### src/rtl/buffer_stream_ctrl.sv
// Valid/ready FWFT FIFO controller around one registered-read buffer plus a 2-word output skid.
// Push-to-out_valid latency 3 cycles; in_ready drops only when the buffer itself is full.
module buffer_stream_ctrl #(
    parameter int addrLen = 6,
    parameter int dataLen = 32,
    parameter int memSize = 1 << addrLen
) (
    input  logic               clk,
    input  logic               reset,
    input  logic               in_valid,
    output logic               in_ready,
    input  logic [dataLen-1:0] in_data,
    output logic               out_valid,
    input  logic               out_ready,
    output logic [dataLen-1:0] out_data,
    output logic               buf_wrt,
    output logic [addrLen-1:0] buf_wrt_addr,
    output logic [addrLen-1:0] buf_rd_addr,
    output logic [dataLen-1:0] buf_data_in,
    input  logic [dataLen-1:0] buf_data_out,
    output logic [addrLen+1:0] level
);

    localparam logic [addrLen:0] MEM_FULL = (addrLen+1)'(memSize);

    logic [addrLen:0]   wr_ptr;
    logic [addrLen:0]   rd_ptr;
    logic [addrLen:0]   mem_cnt;
    logic [addrLen-1:0] rd_addr_q;
    logic               inflight;
    logic [1:0]         skid_cnt;
    logic [dataLen-1:0] skid_q0;
    logic [dataLen-1:0] skid_q1;
    logic [2:0]         skid_held;
    logic               push;
    logic               pop;
    logic               rd_issue;

    assign mem_cnt   = wr_ptr - rd_ptr;
    assign in_ready  = reset && (mem_cnt != MEM_FULL);
    assign push      = in_valid && in_ready;
    assign out_valid = (skid_cnt != 2'd0);
    assign pop       = out_valid && out_ready;
    assign out_data  = skid_q0;

    // Counting the current pop as freed space keeps a full skid streaming at one word per cycle.
    assign skid_held = {1'b0, skid_cnt} + {2'b00, inflight};
    assign rd_issue  = (mem_cnt != '0) && ((skid_held - {2'b00, pop}) < 3'd2);

    assign buf_wrt      = push;
    assign buf_wrt_addr = wr_ptr[addrLen-1:0];
    assign buf_rd_addr  = rd_issue ? rd_ptr[addrLen-1:0] : rd_addr_q;
    assign buf_data_in  = in_data;

    assign level = {1'b0, mem_cnt} + (addrLen+2)'(skid_cnt) + (addrLen+2)'(inflight);

    always_ff @(posedge clk) begin
        if (!reset) begin
            wr_ptr    <= '0;
            rd_ptr    <= '0;
            rd_addr_q <= '0;
            inflight  <= 1'b0;
            skid_cnt  <= 2'd0;
            skid_q0   <= '0;
            skid_q1   <= '0;
        end else begin
            if (push) begin
                wr_ptr <= wr_ptr + 1'b1;
            end
            if (rd_issue) begin
                rd_ptr    <= rd_ptr + 1'b1;
                rd_addr_q <= rd_ptr[addrLen-1:0];
            end
            inflight <= rd_issue;
            // inflight means buf_data_out carries the word read last cycle.
            case ({pop, inflight})
                2'b10: begin
                    skid_q0  <= skid_q1;
                    skid_cnt <= skid_cnt - 2'd1;
                end
                2'b01: begin
                    if (skid_cnt == 2'd0) begin
                        skid_q0 <= buf_data_out;
                    end else begin
                        skid_q1 <= buf_data_out;
                    end
                    skid_cnt <= skid_cnt + 2'd1;
                end
                2'b11: begin
                    if (skid_cnt == 2'd1) begin
                        skid_q0 <= buf_data_out;
                    end else begin
                        skid_q0 <= skid_q1;
                        skid_q1 <= buf_data_out;
                    end
                end
                default: ;
            endcase
        end
    end

endmodule

### config.mk
export PLATFORM = sky130hd
export DESIGN_NAME = buffer_stream_ctrl
export DESIGN_NICKNAME = d
export VERILOG_FILES = /design/src/rtl/buffer_stream_ctrl.sv
export SDC_FILE = /design/constraint.sdc
export NUM_CORES = 1
export LEC_CHECK = 0
export ABC_AREA = 1
export CORE_ASPECT_RATIO = 0.75
export CORE_MARGIN = 10
export CORE_UTILIZATION = 47
export CTS_CLUSTER_SIZE = 28
export DETAILED_ROUTE_END_ITERATION = 7
export PLACE_DENSITY = 0.8
export SETUP_SLACK_MARGIN = 0.05
export SLEW_MARGIN = 10
export SYNTH_ARGS = -nofsm -noshare
export SYNTH_HDL_FRONTEND = slang
export SYNTH_SLANG_ARGS = --single-unit
### constraint.sdc
create_clock -name clk -period 3.35 [get_ports clk]
set_input_delay 0.335 -clock clk [delete_from_list [all_inputs] [get_ports clk]]
set_output_delay 0.335 -clock clk [all_outputs]
set_load 0.05 [all_outputs]
[Yosys cells after proc, flatten, opt, wreduce, memory -nomap -nowiden]
Index checks and enable logic that the tools add are counted.
Storage, ports and cells
  bits in writable memories: 0
  flip-flop bits (word level): 87
  input port bits: 68
  memory bits (read-only): 0
  bits in latches: 0
  memories: 0
  output and inout port bits: 87
  word-level logic and storage cells: 45
Cells by class
  reductions and logical operators: 12
  equality and inequality tests: 8
  muxes and demuxes: 8
  add/subtract/negate cells: 9
  multipliers: 0
  div/mod/pow operators: 0
  order comparisons: 1
  bitwise operators: 0
  shift-type cells: 0
Operator list (number)
  32-bit 2-to-1 mux: 4
  32-bit one-hot mux with 3 select lines: 1
  32-bit one-hot mux with 2 select lines: 1
  7-bit by 1-bit adder with 7-bit output (second input constant): 2
  7-bit by 2-bit adder with 8-bit output: 1
  8-bit by 1-bit adder with 8-bit output: 1
  7-bit inequality test (second input constant): 1
  7-bit nonzero test: 1
  7-bit subtractor: 1
  6-bit 2-to-1 mux: 1
  2-bit inequality test (second input constant): 3
  2-bit nonzero test: 3
  2-bit by 1-bit == test with 1-bit output (second input constant): 2
  2-bit == test (second input constant): 2
  1-bit logical AND: 4
  2-bit one-hot mux with 2 select lines: 1
  2-bit by 1-bit adder with 3-bit output: 1
  3-bit by 2-bit < comparator with 1-bit output (second input constant): 1
  3-bit AND reduction: 1
  3-bit nonzero test: 1
  3-bit by 1-bit subtractor with 3-bit output: 1
  2-bit by 1-bit adder with 2-bit output (second input constant): 1
  2-bit zero test: 1
  2-bit AND reduction: 1
  2-bit by 1-bit subtractor with 2-bit output (second input constant): 1

[Depth between registers and ports, before layout]
Gate-level depths: netlist (run 1).
  depth after elaboration: 6
  depth in mapped cells: 15
  mapped depth without buffers: 15

[Worst setup path before layout (run 1)]
Ideal clock, no wire load.
  path type: register to output
  start: reg skid_cnt[1]
  end: out buf_rd_addr[2]
  stages on the path, launching flop included: 15
  path slack: -0.401 ns
  buffers on the path: 0
  data arrival time: 3.416 ns
  required time: 3.015 ns
  cells stage by stage: dfxtp_1 -> inv_1 -> ha_1 -> inv_1 -> nand2_1 -> inv_1 -> ha_1 -> or2_2 -> fa_1 -> o21ai_0 -> a21oi_1 -> nand2_4 -> inv_1 -> nand2_1 -> nand2_1
On the way
  word-level cells in the longest chain between the ends: 6
  elaborated cells on any way between the ends: 7
  those cells by class: add/sub: 2; order compare: 1; mux: 1; reduce/logical: 3
RTL lines
  from (decl): line 31  | logic [1:0] skid_cnt;
  from (signal assigned): line 79  | skid_cnt <= skid_cnt - 2'd1;
  from (signal assigned): line 87  | skid_cnt <= skid_cnt + 2'd1;
  2-bit nonzero test: line 42  | assign out_valid = (skid_cnt != 2'd0);
  named net out_valid: line 13  | output logic out_valid,
  1-bit logical AND: line 43  | assign pop = out_valid && out_ready;
  3-bit by 1-bit subtractor with 3-bit output: line 48  | assign rd_issue = (mem_cnt != '0) && ((skid_held - {2'b00, pop}) < 3'd2);
  3-bit by 2-bit < comparator with 1-bit output: line 48
  1-bit logical AND: line 48
  6-bit 2-to-1 mux
  to (decl): line 18  | output logic [addrLen-1:0] buf_rd_addr,
The timed path passes the listed nets, and every way through them passes these cells.

[Worst setup path in the final report (run 1)]
  start: reg skid_cnt[1]
  end: out buf_rd_addr[0]
On the way
  word-level cells in the longest chain between the ends: 6
  elaborated cells on any way between the ends: 7
  those cells by class: add/sub: 2; order compare: 1; mux: 1; reduce/logical: 3
RTL lines (line)
  branches (longest 2 deep; another with 2-bit by 1-bit adder with 3-bit output)
  3-bit by 1-bit subtractor with 3-bit output *: 48
  3-bit by 2-bit < comparator with 1-bit output *: 48
  1-bit logical AND *: 48
  6-bit 2-to-1 mux *
Every way passes the cells marked *.

==> impl_metrics.toml, run 1 <==
[outcome]
status = "finished, final reports clean"

[drt]
final_antenna_net_count = 0
drt_iter0_markers = 253
firstDrtPassIters = 6
vias_per_cell = 5.10
drc = 0
drt-total-wl_um = 12200
avgRoutedWirePerCell_um = 14.5
vias = 4292

[clocking]
cts.sinks = 87
hold_buffers = 0
clk_path_buf_depth = 2
clkSlewWorstSetupHoldPaths_ns = 0.07
cts-htree-levels = 3
cts_buffers = 9
worstSkewPairLatency_ns = 0.33
cts-root-buf = "clkbuf_16"
cts_tree = "done"

[worst_setup_path]
cp_top_family = "adder cells"
required_ns = 3.01
cp.buffers_inverters = 7
start_kind = "flop"
arrival_ns = 2.96
worst_r2r_path_depth = 20
r2r_slack_ns = 0.20
crit_fanout = 5
path_class = "reg -> out"
path_cells = "inv_6 > ha_4 > clkinvlp_4 > nand2_2 > inv_2 > ha_4 > or2_4 > fa_1 > o21ai_2 > a21oi_2 > buf_6 > buf_4 > nand2_4 > nand2_1 > nand2_2 > clkinvlp_4 > buf_12"
cpPeakStageDelay_ns = 0.53
r2r_end = "rd_ptr[0]$_SDFFE_PN0P_"
slowest_stage = "fa_1"
crit_path_start = "skid_cnt[1]$_SDFFE_PN0P_"
cp-end-kind = "output port"
r2r-start = "skid_cnt[1]$_SDFFE_PN0P_"

[power]
p_int_w = 0.00398
ir_drop_mv = 0.611
p_sw_w = 0.00373
p_leak_nw = 2.85
power_frac_seq_pct = 21.4
pwr-share-comb_pct = 64.0
pwr_density_cell_nw_per_um2 = 1250
fin_total_pwr_w = 0.00770
swShare_pct = 48.4
clock_power_share_pct = 14.6

[sta]
fin_skew_ns = 0.00683
tightest_slew_ns = 0.692
post-route-min-period_ns = 3.29
max-slew-margin-rel_pct = 53.8
max_freq_ghz = 0.304
post-route-period-util_pct = 98.3
setup_violations = 0
finalSetupTns_ns = 0
rsz0062_at_grt = "true"
slew_viol_final = 0
fin_ws_ns = 0.0581
finalHoldViolations = 0

[floorplan]
coreArea_um2 = 9740
die_height_um = 107
io-pin-count = 155
dieWidth_um = 136
initial_core_util_pct = 48.6
dieArea_um2 = 14500
rows = 31

[synthesis]
post-synth-top-area-fraction_pct = 36.8
async_reset_ff_share_pct = 0
synth_ff_type = "dfxtp_1"
avgSynthCellArea_um2 = 7.37
ys_seq_area_share_pct = 36.8
synthesis.nets = 728
yosys.area.top_type = "dfxtp_1"
synth.distinct_cells = 28
ys_warn_count = 0
synth.area.top_cells = "dfxtp_1, inv_1, o21ai_0"
synth_edf_count = 0
ys_ff_latch = 87
synth_cells = 642
syn-cell-area_um2 = 4730

[grt]
grt_use_met3_pct = 4.29
grt_use_total_pct = 16.6
grt_start_max_net_pins = 67
grt_pass1_wl_um = 20100
met1_usage_pct = 19.8
gr-usage-met2_pct = 28.1
grt_overflow_total = 0
busiest_layer = "met2"
grt_pass1_vias = 4137
grt_antenna_before_repair = 0

[layout]
multi_input_area_um2 = 2170
final_core_util_pct = 63.2
fin_area_um2 = 6150
nNetsFinal = 791
drive_above_1_share_pct = 16.6
antenna_cells = 0
final_common_cell = "inv_1"
areaGrowthSynthToFinish_pct = 30.1
final_cell_mix = "inv_1, dfxtp_1, clkdlybuf4s50_1"
fill_cells = 834
register_area_um2 = 1750

[placed_design]
preCtsSetupSlack_ns = 0.0166
hpwlAfterDp_um = 8560
gp_congestion = 0.882
place.port_buffers = 90
placed_cell_area_um2 = 5600

[hold_path]
hp-start = "reset"
min_to = "wr_ptr[2]$_SDFFE_PN0P_"
hold_path_class = "in -> reg"
min_delay_path_depth = 3

[run]
maxCapViolations = 0
worst min-delay path: stages:
cell and delay [ns]:
buf_2 0.19, nand2_1 0.09, nor2_1 0.03
final cells by class:
| class | instances | share of cell area (%) |
|---|---|---|
| inverters | 142 | 8.87 |
| multi-input cells | 347 | 35.2 |
| clock buffers | 9 | 3.66 |
| repair buffers | 118 | 19.3 |
| clock inverters | 7 | 1.85 |
| well taps | 132 | 2.68 |
| flip-flops and latches | 87 | 28.4 |
repair_timing:
action / 4_1_cts / 5_1_grt
pin swaps: 7 / 7
cloned: 1 / 0
endpoints found under the hold margin: 0 / 0
endpoints found under the setup margin: 7 / 11
gates resized for setup: 14 / 11
setup buffers: 16 / 3
flip-flops by register name, summed over array words and instances, names as in the netlist:
register,count
out_data,32
skid_q1,32
rd_ptr,7
wr_ptr,7
rd_addr_q,6
skid_cnt,2
inflight,1
kinds of logic after synthesis:
group,share of synthesized area (%)
AO/OA/AOI/OAI,20.2
flip-flops,36.8
buffers and inverters,20.0
adder cells (fa/ha/maj),5.40
XOR/XNOR,2.59
AND/OR/NAND/NOR,14.9
how the worst max path moves through the flow:
stage	end	slack, ns	cells after the start
floorplan	buf_rd_addr[1]	0.03	13
global placement	buf_rd_addr[0]	0.07	13
detailed placement	buf_rd_addr[5]	0.02	12
CTS	buf_rd_addr[0]	0.04	16
global route	buf_rd_addr[0]	-0.12	16
finish	buf_rd_addr[0]	0.06	17
stage by stage:
stage / instances / hold WS, ns
floorplan: 642 / 0.454
global placement: 807 / 0.475
detailed placement: 807 / 0.478
CTS: 840 / 0.340
global route: 842 / 0.364
finish: 842 / 0.355
synthesized netlist by cell type, types with 3 or more instances:
cell type / count
a21oi_1: 45
nand2_1: 54
nor3_1: 4
inv_1: 142
dfxtp_1: 87
nand4_1: 6
clkbuf_1: 27
xnor2_1: 4
buf_4: 39
nand3_1: 19
fa_1: 4
o21ai_0: 73
nor2_1: 51
ha_1: 14
o221ai_1: 32
xor2_1: 10
a21oi_2: 8
nand2_2: 9
nand2_4: 3
power by group through the flow:
stage | Clock [W] | Sequential (W) | Combinational, W
2_1_floorplan | 0 | 0.00220 | 0.00248
3_3_place_gp | 0 | 0.00163 | 0.00425
3_5_place_dp | 0 | 0.00166 | 0.00435
4_1_cts | 0.00115 | 0.00164 | 0.00477
5_1_grt | 0.00118 | 0.00168 | 0.00532
6_report | 0.00113 | 0.00165 | 0.00493
layer usage:
layer  vias to the layer above  part of all wire [%]
met5                         -                     0
met1                      1996                    44
met2                       116                    48
li1                       2144                     -
met3                        36                   5.9
met4                         0                   2.0
Note: power is estimated with default switching activity, not from simulation.
==> run 2, diff against run 1 <==
--- a/config.mk
+++ b/config.mk
@@ -7,7 +7,6 @@
 export LEC_CHECK = 0
 export ABC_AREA = 1
 export CORE_ASPECT_RATIO = 0.75
-export CORE_MARGIN = 10
 export CORE_UTILIZATION = 47
 export CTS_CLUSTER_SIZE = 28
 export DETAILED_ROUTE_END_ITERATION = 7
==> run 2 against run 1 <==
  * Clock power down 11%
  * Worst setup slack improved by 0.018 ns
  * Largest power group unchanged
  * Utilization increased by 0.81 points
  * First-iteration DRC count up 11%
==> impl_metrics.toml, run 2 (synthesis gave the netlist of run 1 again) <==
[layout]
nNetsFinal = 797
final_cell_mix = "inv_1, dfxtp_1, clkdlybuf4s50_1"
antenna_cells = 0
drive_above_1_share_pct = 18.3
areaGrowthSynthToFinish_pct = 31.2
finalNonFillerCells = 848
final_common_cell = "inv_1"
fill_cells = 792

[placed_design]
place.port_buffers = 90
placedCellCount = 807
gp_congestion = 0.874
hpwlAfterDp_um = 8050

[worst_setup_path]
path_cells = "inv_2 > ha_4 > clkinvlp_4 > nand2_2 > inv_2 > ha_4 > or2_4 > fa_1 > o21ai_2 > a21oi_2 > buf_4 > nand3b_1 > nand2_2 > clkinvlp_4 > buf_12"
critical_path_depth = 15
slowest_stage = "fa_1"
crit_path_start = "skid_cnt[0]$_SDFFE_PN0P_"
crit_fanout = 2
worst_r2r_path_depth = 19
cp-end-kind = "output port"
required_ns = 3.01
r2r_end = "rd_ptr[0]$_SDFFE_PN0P_"
arrival_ns = 2.94
cp_top_family = "adder cells"
r2r_slack_ns = 0.19
r2r-start = "skid_cnt[0]$_SDFFE_PN0P_"
cpPeakStageDelay_ns = 0.52
start_kind = "flop"
crit_end = "buf_rd_addr[0]"
cp.buffers_inverters = 6
path_class = "reg -> out"

[floorplan]
dieArea_um2 = 10500
rows = 31
initial_core_util_pct = 48.8
io-pin-count = 155
dieWidth_um = 118
coreArea_um2 = 9700
die_height_um = 88.9

[drt]
avgRoutedWirePerCell_um = 14.2
final_antenna_net_count = 0
drt_iter0_markers = 281
firstDrtPassIters = 5
vias_per_cell = 5.18
drc = 0
drt-total-wl_um = 12000
vias = 4393

[power]
p_sw_w = 0.00376
power_frac_seq_pct = 21.0
ir_drop_mv = 0.505
pwr_density_cell_nw_per_um2 = 1260
p_int_w = 0.00404
clock_power_share_pct = 12.9
pwr-share-comb_pct = 66.1
swShare_pct = 48.2
p_leak_nw = 2.87

[grt]
grt_antenna_before_repair = 0
grt_overflow_total = 0
grt_use_total_pct = 22.3
grt_pass1_vias = 4100
grt_pass1_wl_um = 18900
grt_start_max_net_pins = 67

[clocking]
cts.sinks = 87
worstSkewPairLatency_ns = 0.33
cts-root-buf = "clkbuf_16"
hold_buffers = 0
cts-htree-levels = 3
cts_tree = "done"
cts_buffers = 9
clk_path_buf_depth = 2
clkSlewWorstSetupHoldPaths_ns = 0.06

[sta]
tightest_slew_ns = 0.914
holdWs_ns = 0.364
post-route-period-util_pct = 97.7
slew_viol_final = 0
max_freq_ghz = 0.305
setup_violations = 0
finalHoldViolations = 0
post-route-min-period_ns = 3.27
rsz0062_at_grt = "true"
fin_skew_ns = 0.00606
max-slew-margin-rel_pct = 38.9

[run]
maxCapViolations = 0

[outcome]
status = "finished, final reports clean"

[hold_path]
hold_path_class = "in -> reg"
## run 2: power groups by stage
stage                     logic [W]  registers, W  clock network, W
after detailed placement    0.00437       0.00165                 0
after global routing        0.00553       0.00168           0.00107
after CTS                   0.00478       0.00163           0.00103
after global placement      0.00426       0.00163                 0
final                       0.00515       0.00164           0.00101
after floorplan             0.00248       0.00220                 0
## run 2: worst min path at each step
stage / start / to / slack, ns / depth (start not counted)
after floorplan: rd_ptr[5]$_SDFFE_PN0P_ / rd_ptr[5]$_SDFFE_PN0P_ / 0.45 / 2
after global placement: rd_ptr[5]$_SDFFE_PN0P_ / rd_ptr[5]$_SDFFE_PN0P_ / 0.47 / 2
after detailed placement: rd_ptr[5]$_SDFFE_PN0P_ / rd_ptr[5]$_SDFFE_PN0P_ / 0.49 / 2
after CTS: reset / wr_ptr[0]$_SDFFE_PN0P_ / 0.35 / 3
after global routing: reset / wr_ptr[0]$_SDFFE_PN0P_ / 0.35 / 3
final: reset / wr_ptr[0]$_SDFFE_PN0P_ / 0.36 / 3
## run 2: tightest hold or removal path, stage by stage
cell and delay, ns:
buf_2 0.19, nand2_1 0.10, a21oi_1 0.03
## run 2: area by class of cell
cell class	instances	area (um^2)	area share, %
multi-input cells	347	2220	35.7
flip-flops and latches	87	1750	28.2
repair buffers	124	1230	19.8
inverters	142	543	8.75
clock buffers	12	246	3.97
well taps	132	165	2.66
clock inverters	4	55.1	0.887
## run 2: stage by stage
stage | worst slack (ns) | utilization (%) | setup TNS (ns) | instance area, um^2 | total power, W
finish | 0.0761 | 64.0 | 0 | 6210 | 0.00780
global route | -0.0619 | 64.0 | -0.196 | 6210 | 0.00828
CTS | 0.0578 | 62.6 | 0 | 6070 | 0.00744
detailed placement | 0.0281 | 57.8 | 0 | 5610 | 0.00602
global placement | 0.0785 | 57.8 | 0 | 5610 | 0.00589
floorplan | 0.0330 | - | 0 | 4790 | 0.00468
## run 2: metal layers
| metal | routed length (um) | GRT usage (%) | part of all wire [%] |
|---|---|---|---|
| met1 | 5190 | 26.8 | 43 |
| met2 | 5970 | 39.7 | 50 |
| met3 | 639 | 4.51 | 5.3 |
| met4 | 227 | 9.32 | 1.9 |
| met5 | 0 | 0 | 0 |
## run 2: what timing repair did
item                                    in CTS  in global routing
endpoints found under the setup margin       7                 10
gates resized for setup                     14                 19
buffers inserted                            15                  9
pin swaps                                    8                 10
gates cloned                                 1                  0
